[config.mk]
export PLATFORM = sky130hd
export DESIGN_NAME = if_prefetch
export DESIGN_NICKNAME = d
export VERILOG_FILES = /design/src/rtl/riscv_pkg.sv /design/src/rtl/if_fetch_fifo.sv /design/src/rtl/if_prefetch.sv
export SDC_FILE = /design/constraint.sdc
export NUM_CORES = 1
export LEC_CHECK = 0
export BUFFER_PORTS_ARGS = -buffer_cell sky130_fd_sc_hd__buf_2
export CORE_AREA = 2 2 223 280
export DETAILED_ROUTE_END_ITERATION = 6
export DIE_AREA = 0 0 225 282
export GPL_ROUTABILITY_DRIVEN = 0
export PLACE_DENSITY = 0.36
export SYNTH_ARGS = -nofsm -noshare
export SYNTH_HDL_FRONTEND = slang
export SYNTH_SLANG_ARGS = --single-unit
[constraint.sdc]
create_clock -name clk -period 9.3 [get_ports clk]
set_input_delay 1.86 -clock clk [delete_from_list [all_inputs] [get_ports clk]]
set_output_delay 1.86 -clock clk [all_outputs]
set_load 0.01 [all_outputs]
[src/rtl/riscv_pkg.sv]
// rtl/riscv_pkg.sv - shared RV32 constants and helpers for the fetch slice
//
// Purpose: default widths, the JAL opcode, enable/disable constants and the
//          J-type immediate extraction used by the fetch stage.
// Ports:   none (package).
package riscv_pkg;

   localparam int         ADDR_W_DEF = 32;
   localparam int         INST_W_DEF = 32;
   localparam logic [6:0] OPC_JAL    = 7'b1101111;
   localparam logic       ENABLE     = 1'b1;
   localparam logic       DISABLE    = 1'b0;

   // J-immediate, byte offset with bit 0 always zero; bit 20 is the sign.
   function automatic logic [20:0] j_imm(input logic [31:0] inst);
      return {inst[31], inst[19:12], inst[20], inst[30:21], 1'b0};
   endfunction

endpackage

[src/rtl/if_fetch_fifo.sv]
// rtl/if_fetch_fifo.sv - synchronous fetch FIFO with push, pop, flush and count
//
// Purpose: holds fetched {pc, instruction, pred} entries between the ICache
//          response and the IQ.
// Ports:   clk        rising-edge clock
//          rst        synchronous active-low reset
//          push       write push_data at the tail (ignored when full)
//          push_data  entry to write
//          pop        advance the head (ignored when empty)
//          flush      empty the FIFO; wins over push and pop
//          count      current occupancy, 0..DEPTH
//          head       entry at the head (valid when count != 0)
module if_fetch_fifo
#(
   parameter int DEPTH = 4,
   parameter int W     = 65
)(
   input  logic                   clk,
   input  logic                   rst,
   input  logic                   push,
   input  logic [W-1:0]           push_data,
   input  logic                   pop,
   input  logic                   flush,
   output logic [$clog2(DEPTH):0] count,
   output logic [W-1:0]           head
);

   localparam int AW = $clog2(DEPTH);
   localparam int CW = AW + 1;

   logic [W-1:0]  mem [DEPTH];
   logic [AW-1:0] wr_ptr;
   logic [AW-1:0] rd_ptr;
   logic          do_push;
   logic          do_pop;

   assign do_pop  = pop & (count != '0);
   // A full FIFO can still take a push when the head leaves in the same cycle.
   assign do_push = push & ((count < CW'(DEPTH)) | do_pop);

   always_ff @(posedge clk) begin
      if (!rst) begin
         wr_ptr <= '0;
         rd_ptr <= '0;
         count  <= '0;
      end else if (flush) begin
         wr_ptr <= '0;
         rd_ptr <= '0;
         count  <= '0;
      end else begin
         if (do_push) wr_ptr <= wr_ptr + AW'(1);
         if (do_pop)  rd_ptr <= rd_ptr + AW'(1);
         count <= count + CW'(do_push) - CW'(do_pop);
      end
   end

   always_ff @(posedge clk) begin
      if (rst && !flush && do_push) begin
         mem[wr_ptr] <= push_data;
      end
   end

   assign head = mem[rd_ptr];

endmodule

[src/rtl/if_prefetch.sv]
// rtl/if_prefetch.sv - credit-checked instruction prefetch between ICache and IQ
//
// Purpose: issues one ICache access at a time, parks responses in a fetch FIFO
//          and streams them to the IQ; a ROB redirect flushes the FIFO and
//          discards any access still in flight.
// Build option: IF_JAL_PREDICT_EN - when defined, a fetched JAL steers the next
//          fetch to its target and marks the entry as predicted.
// Ports:   clk         rising-edge clock
//          rst         synchronous active-low reset
//          rdy         global ready; low freezes all state
//          IC_success  one-cycle ICache completion pulse
//          IC_value    instruction returned with IC_success
//          IC_S        ICache request valid, held until IC_success
//          IC_pc       ICache request address
//          IQ_full     IQ cannot accept this cycle
//          IQ_S        one-cycle instruction valid to the IQ
//          IQ_Inst     instruction to the IQ
//          IQ_pc       pc of IQ_Inst
//          IQ_pred     next pc of IQ_Inst was predicted
//          ROB_Jump_S  redirect request
//          ROB_Jump    redirect target
module if_prefetch
   import riscv_pkg::*;
#(
   parameter int                ADDR_W   = ADDR_W_DEF,
   parameter int                INST_W   = INST_W_DEF,
   parameter int                FQ_DEPTH = 4,
   parameter logic [ADDR_W-1:0] RESET_PC = '0
)(
   input  logic              clk,
   input  logic              rst,
   input  logic              rdy,
   input  logic              IC_success,
   input  logic [INST_W-1:0] IC_value,
   output logic              IC_S,
   output logic [ADDR_W-1:0] IC_pc,
   input  logic              IQ_full,
   output logic              IQ_S,
   output logic [INST_W-1:0] IQ_Inst,
   output logic [ADDR_W-1:0] IQ_pc,
   output logic              IQ_pred,
   input  logic              ROB_Jump_S,
   input  logic [ADDR_W-1:0] ROB_Jump
);

   localparam int CW = $clog2(FQ_DEPTH) + 1;
   localparam int EW = ADDR_W + INST_W + 1;

   logic [ADDR_W-1:0] pc;
   logic              pending;
   logic              drop;
   logic              push;
   logic              pop;
   logic              flush;
   logic              issue;
   logic              pred;
   logic [ADDR_W-1:0] next_pc;
   logic [CW-1:0]     count;
   logic [CW-1:0]     count_after;
   logic [EW-1:0]     head;

   // The request register doubles as the outstanding-access flag.
   assign IC_S = pending;

`ifdef IF_JAL_PREDICT_EN
   logic        is_jal;
   logic [20:0] jimm;
   assign jimm    = j_imm(IC_value[31:0]);
   assign is_jal  = (IC_value[6:0] == OPC_JAL);
   assign pred    = is_jal ? ENABLE : DISABLE;
   assign next_pc = is_jal ? IC_pc + {{(ADDR_W-21){jimm[20]}}, jimm}
                           : IC_pc + ADDR_W'(4);
`else
   assign pred    = DISABLE;
   assign next_pc = IC_pc + ADDR_W'(4);
`endif

   always_comb begin
      push  = rdy & IC_success & ~drop & ~ROB_Jump_S;
      pop   = rdy & ~ROB_Jump_S & ~IQ_full & (count != '0);
      flush = rdy & ROB_Jump_S;
      if (flush) count_after = '0;
      else       count_after = count + CW'(push) - CW'(pop);
      // A request is only launched when its response is guaranteed a slot.
      issue = rdy & ~pending & ~ROB_Jump_S & (count_after < CW'(FQ_DEPTH));
   end

   if_fetch_fifo #(
      .DEPTH (FQ_DEPTH),
      .W     (EW)
   ) u_fifo (
      .clk       (clk),
      .rst       (rst),
      .push      (push),
      .push_data ({IC_pc, IC_value, pred}),
      .pop       (pop),
      .flush     (flush),
      .count     (count),
      .head      (head)
   );

   always_ff @(posedge clk) begin
      if (!rst) begin
         pc      <= RESET_PC;
         pending <= 1'b0;
         drop    <= 1'b0;
         IC_pc   <= '0;
         IQ_S    <= 1'b0;
         IQ_Inst <= '0;
         IQ_pc   <= '0;
         IQ_pred <= 1'b0;
      end else if (rdy) begin
         IQ_S <= pop;
         if (pop) begin
            IQ_pc   <= head[EW-1 -: ADDR_W];
            IQ_Inst <= head[INST_W:1];
            IQ_pred <= head[0];
         end

         if (IC_success) begin
            // Response closes the access; a dropped or same-cycle-redirected
            // one is simply not pushed.
            pending <= 1'b0;
            drop    <= 1'b0;
         end else if (ROB_Jump_S) begin
            // An access still in flight must be swallowed when it returns.
            drop <= pending;
         end else if (issue) begin
            pending <= 1'b1;
            IC_pc   <= pc;
         end

         if (ROB_Jump_S)  pc <= ROB_Jump;
         else if (push)   pc <= next_pc;
      end else begin
         IQ_S <= 1'b0;
      end
   end

endmodule

==> results.py <==
metrics = {
    "grt": {
        "grt_max_degree": 86,
        "grt_pass1_wl_mm": 61.9,
        "track_usage": 0.132,
        "grt.overflow.total": 0,
        "antenna_found_initial": 0,
        "grt_pass1_vias": 9469,
    },
    "logic_synthesis": {
        "syn_nets": 1156,
        "syn-instance-count": 1077,
        "netlist.top_cell.by_area": "edfxtp_1",
        "synth_area_leaders": "edfxtp_1 (51%), dfxtp_1 (18%), mux4_2 (9.5%)",
        "synthArstFlopShare": 0,
        "synth_ff_type": "edfxtp_1",
        "synth.cell_area_sq_um": 15100,
        "yosysTopAreaCellShare": 0.509,
        "yosysSeqAreaShare": 0.692,
        "synth_edf_count": 256,
        "avgSynthCellArea_sq_um": 14.0,
        "yosys_warnings": 0,
        "synth_cell_types": 54,
        "ys_ff_latch": 394,
    },
    "floorplan": {
        "fp.coreArea_sq_um": 60500,
        "io_pins": 169,
        "die_h_um": 282,
        "die_w_um": 225,
        "initial_core_util": 0.249,
        "num_rows": 101,
        "die_area_sq_um": 63500,
    },
    "sta": {
        "setup_tns_ps": 0,
        "hold_ws_ps": 450,
        "slew_headroom": 0.350,
        "max_freq_mhz": 211,
        "rsz0062_at_grt": "false",
        "drv_slew": 0,
        "setup_violations": 0,
        "period_share": 0.509,
        "fin_skew_ps": 24.6,
        "tightest_slew_ps": 975,
        "setup_ws_ps": 4560,
        "hold_viol": 0,
        "period_minus_slack_ps": 4740,
    },
    "clock_network": {
        "cts_sinks": 394,
        "htreeDepth": 2,
        "hold_buffers": 0,
        "clock_latency_ps": 570,
        "cts_setup_buffers": 0,
        "cts_tree": "yes",
        "cts_root_buffer": "clkbuf_16",
        "cts_resized": 0,
        "clk_pin_slew_worst_paths_ps": 60,
        "clock_path_buffers": 3,
        "cts_buffers": 45,
    },
    "placement": {
        "place_area_sq_um": 16700,
        "dp_hpwl_mm": 24.2,
        "port_buffers": 167,
        "place_ws_ps": 3880,
        "dp_cells": 1959,
    },
    "drt": {
        "antenna_left": 0,
        "wl_mm": 41.5,
        "firstDrtPassIters": 4,
        "drc": 0,
        "viasPerCell": 4.48,
        "via_count": 9144,
        "drt_iter0_markers": 443,
        "routedWlPerCell_um": 20.3,
    },
    "cells_and_area": {
        "area_growth_syn_to_layout_pct": 21.4,
        "design_area_sq_um": 18300,
        "n_antenna_cell": 0,
        "drive_gt1_frac": 0.264,
        "stdcell_count": 2043,
        "fin_util": 0.303,
        "nets": 1313,
    },
    "worst_setup_path": {
        "worstSetupPathDepth": 11,
        "cp.required_ps": 9760,
        "crit_end": "IC_pc[7]$_SDFFE_PN0P_",
        "cp_top_family": "buffers and inverters",
        "worstReg2RegStart": "u_fifo.count[1]$_SDFF_PP0_",
        "cp_max_fo": 66,
        "cpMaxStageDelayCell": "or3_4",
        "worst_path_largest_cell_delay_ps": 780,
        "worstSetupStartpointType": "input pin",
        "startpoint": "ROB_Jump_S",
        "path_class": "in2reg",
        "crit_chain": "buf_2 > nand2b_1 > or3_4 > inv_2 > ha_1 > inv_1 > a31o_2 > mux2i_4 > buf_4 > nand3_1 > o31ai_1",
        "worst-r2r-cell-count": 10,
        "rr_endpoint": "IC_pc[7]$_SDFFE_PN0P_",
        "endpoint_kind": "flip-flop",
        "arrival_ps": 5190,
        "ff2ff_setup_slack_ps": 6160,
        "critPathBufInv": 4,
    },
    "job": {
        "maxCapViolCount": 0,
    },
    "power": {
        "vdd_drop_max_v": 0.000108,
        "power_mw": 3.90,
        "cellPowerDensity_nw_per_um2": 213,
        "p_leak_nw": 6.25,
    },
    "worst_hold_path": {
        "min_path_type": "reg2reg",
    },
    "status": {
        "status": "finished clean",
    },
}
## Yosys cell counts, drive strengths merged (8+ instances only)
| cell type | instances |
|---|---|
| a21oi | 92 |
| buf | 22 |
| clkbuf | 47 |
| dfxtp | 138 |
| edfxtp | 256 |
| ha | 8 |
| inv | 13 |
| mux4 | 64 |
| nand2 | 190 |
| nand3 | 50 |
| nand4 | 9 |
| nor2 | 25 |
| nor3 | 8 |
| o211ai | 11 |
| o21ai | 41 |
| or3 | 10 |
| xnor2 | 14 |
| xor2 | 15 |
## per-layer routing
layer	up-vias	track usage	wire length (um)	share of wire
met3	52	0.0241	1610	0.039
met2	177	0.232	21000	0.51
met5	-	0	0	0
li1	4324	-	-	-
met1	4591	0.164	18000	0.43
met4	0	0.0384	878	0.021
## where the power goes
group / internal, mW / switching (mW)
registers: 1.87 / 0.0160
clock network: 1.17 / 0.725
logic: 0.0407 / 0.0737
## tightest hold or removal path, cell delays in order, from the launching register on
cell	delay (ps)
dfxtp_1	300
nand2_1	50
a21oi_1	50
## area by class of cell
type | count | area (sq um)
Fill cell | 6117 | 42200
Sequential cell | 394 | 10500
Multi-Input combinational cell | 601 | 4340
Clock buffer | 60 | 1290
Tap cell | 772 | 966
Timing Repair Buffer | 179 | 926
Clock inverter | 24 | 300
Inverter | 13 | 50.0
## logic make-up (layout without fill, tap and decap cells)
group	Yosys count	count (layout)	share of synthesized area
xor+xnor	29	29	0.0168
simple gates	322	322	0.0976
fa+ha+maj	9	9	0.00796
flops	394	394	0.692
compound gates	170	170	0.0627
buf+inv	82	276	0.0228
other cells	1	1	0.000248
mux	70	70	0.0995
## flip-flops by register name, summed over array words and instances (netlist names)
signal / flops
IC_S: 1
IC_pc: 32
IQ_Inst: 32
IQ_S: 1
IQ_pc: 32
drop: 1
pc: 32
u_fifo.count: 3
u_fifo.mem: 256
u_fifo.rd_ptr: 2
u_fifo.wr_ptr: 2
## worst min path at each step
stage | end | cells past startpoint | slack, ps | from
after floorplan | pc[4]$_SDFFE_PN0P_ | 2 | 430 | pc[4]$_SDFFE_PN0P_
after global placement | IQ_Inst[21]$_SDFFE_PN0P_ | 2 | 440 | IQ_Inst[21]$_SDFFE_PN0P_
after detailed placement | IQ_Inst[14]$_SDFFE_PN0P_ | 2 | 440 | IQ_Inst[14]$_SDFFE_PN0P_
after CTS | IQ_Inst[14]$_SDFFE_PN0P_ | 2 | 450 | IQ_Inst[14]$_SDFFE_PN0P_
after global routing | IQ_Inst[17]$_SDFFE_PN0P_ | 2 | 470 | IQ_Inst[17]$_SDFFE_PN0P_
final | IQ_Inst[14]$_SDFFE_PN0P_ | 2 | 450 | IQ_Inst[14]$_SDFFE_PN0P_
## placed cells by master, fill, tap and decap left out, types with 4 or more instances in the layout
master / instances
o211ai_1: 11
clkbuf_16: 48
xnor2_1: 14
clkbuf_1: 8
inv_1: 11
and4_1: 5
clkinv_1: 5
and3_1: 5
and2_4: 4
nor2_1: 25
nand4_1: 7
o31ai_1: 5
buf_4: 12
ha_1: 8
bufinv_16: 7
buf_2: 167
o21ai_0: 16
dfxtp_1: 136
or3_1: 8
nor3_1: 5
clkbuf_8: 4
a211oi_1: 4
mux4_2: 64
xor2_1: 15
clkinv_2: 9
o21ai_1: 24
a21oi_1: 92
nand3_1: 50
mux2i_1: 4
edfxtp_1: 256
nand2_1: 190
(Power assumes the default switching activity.)
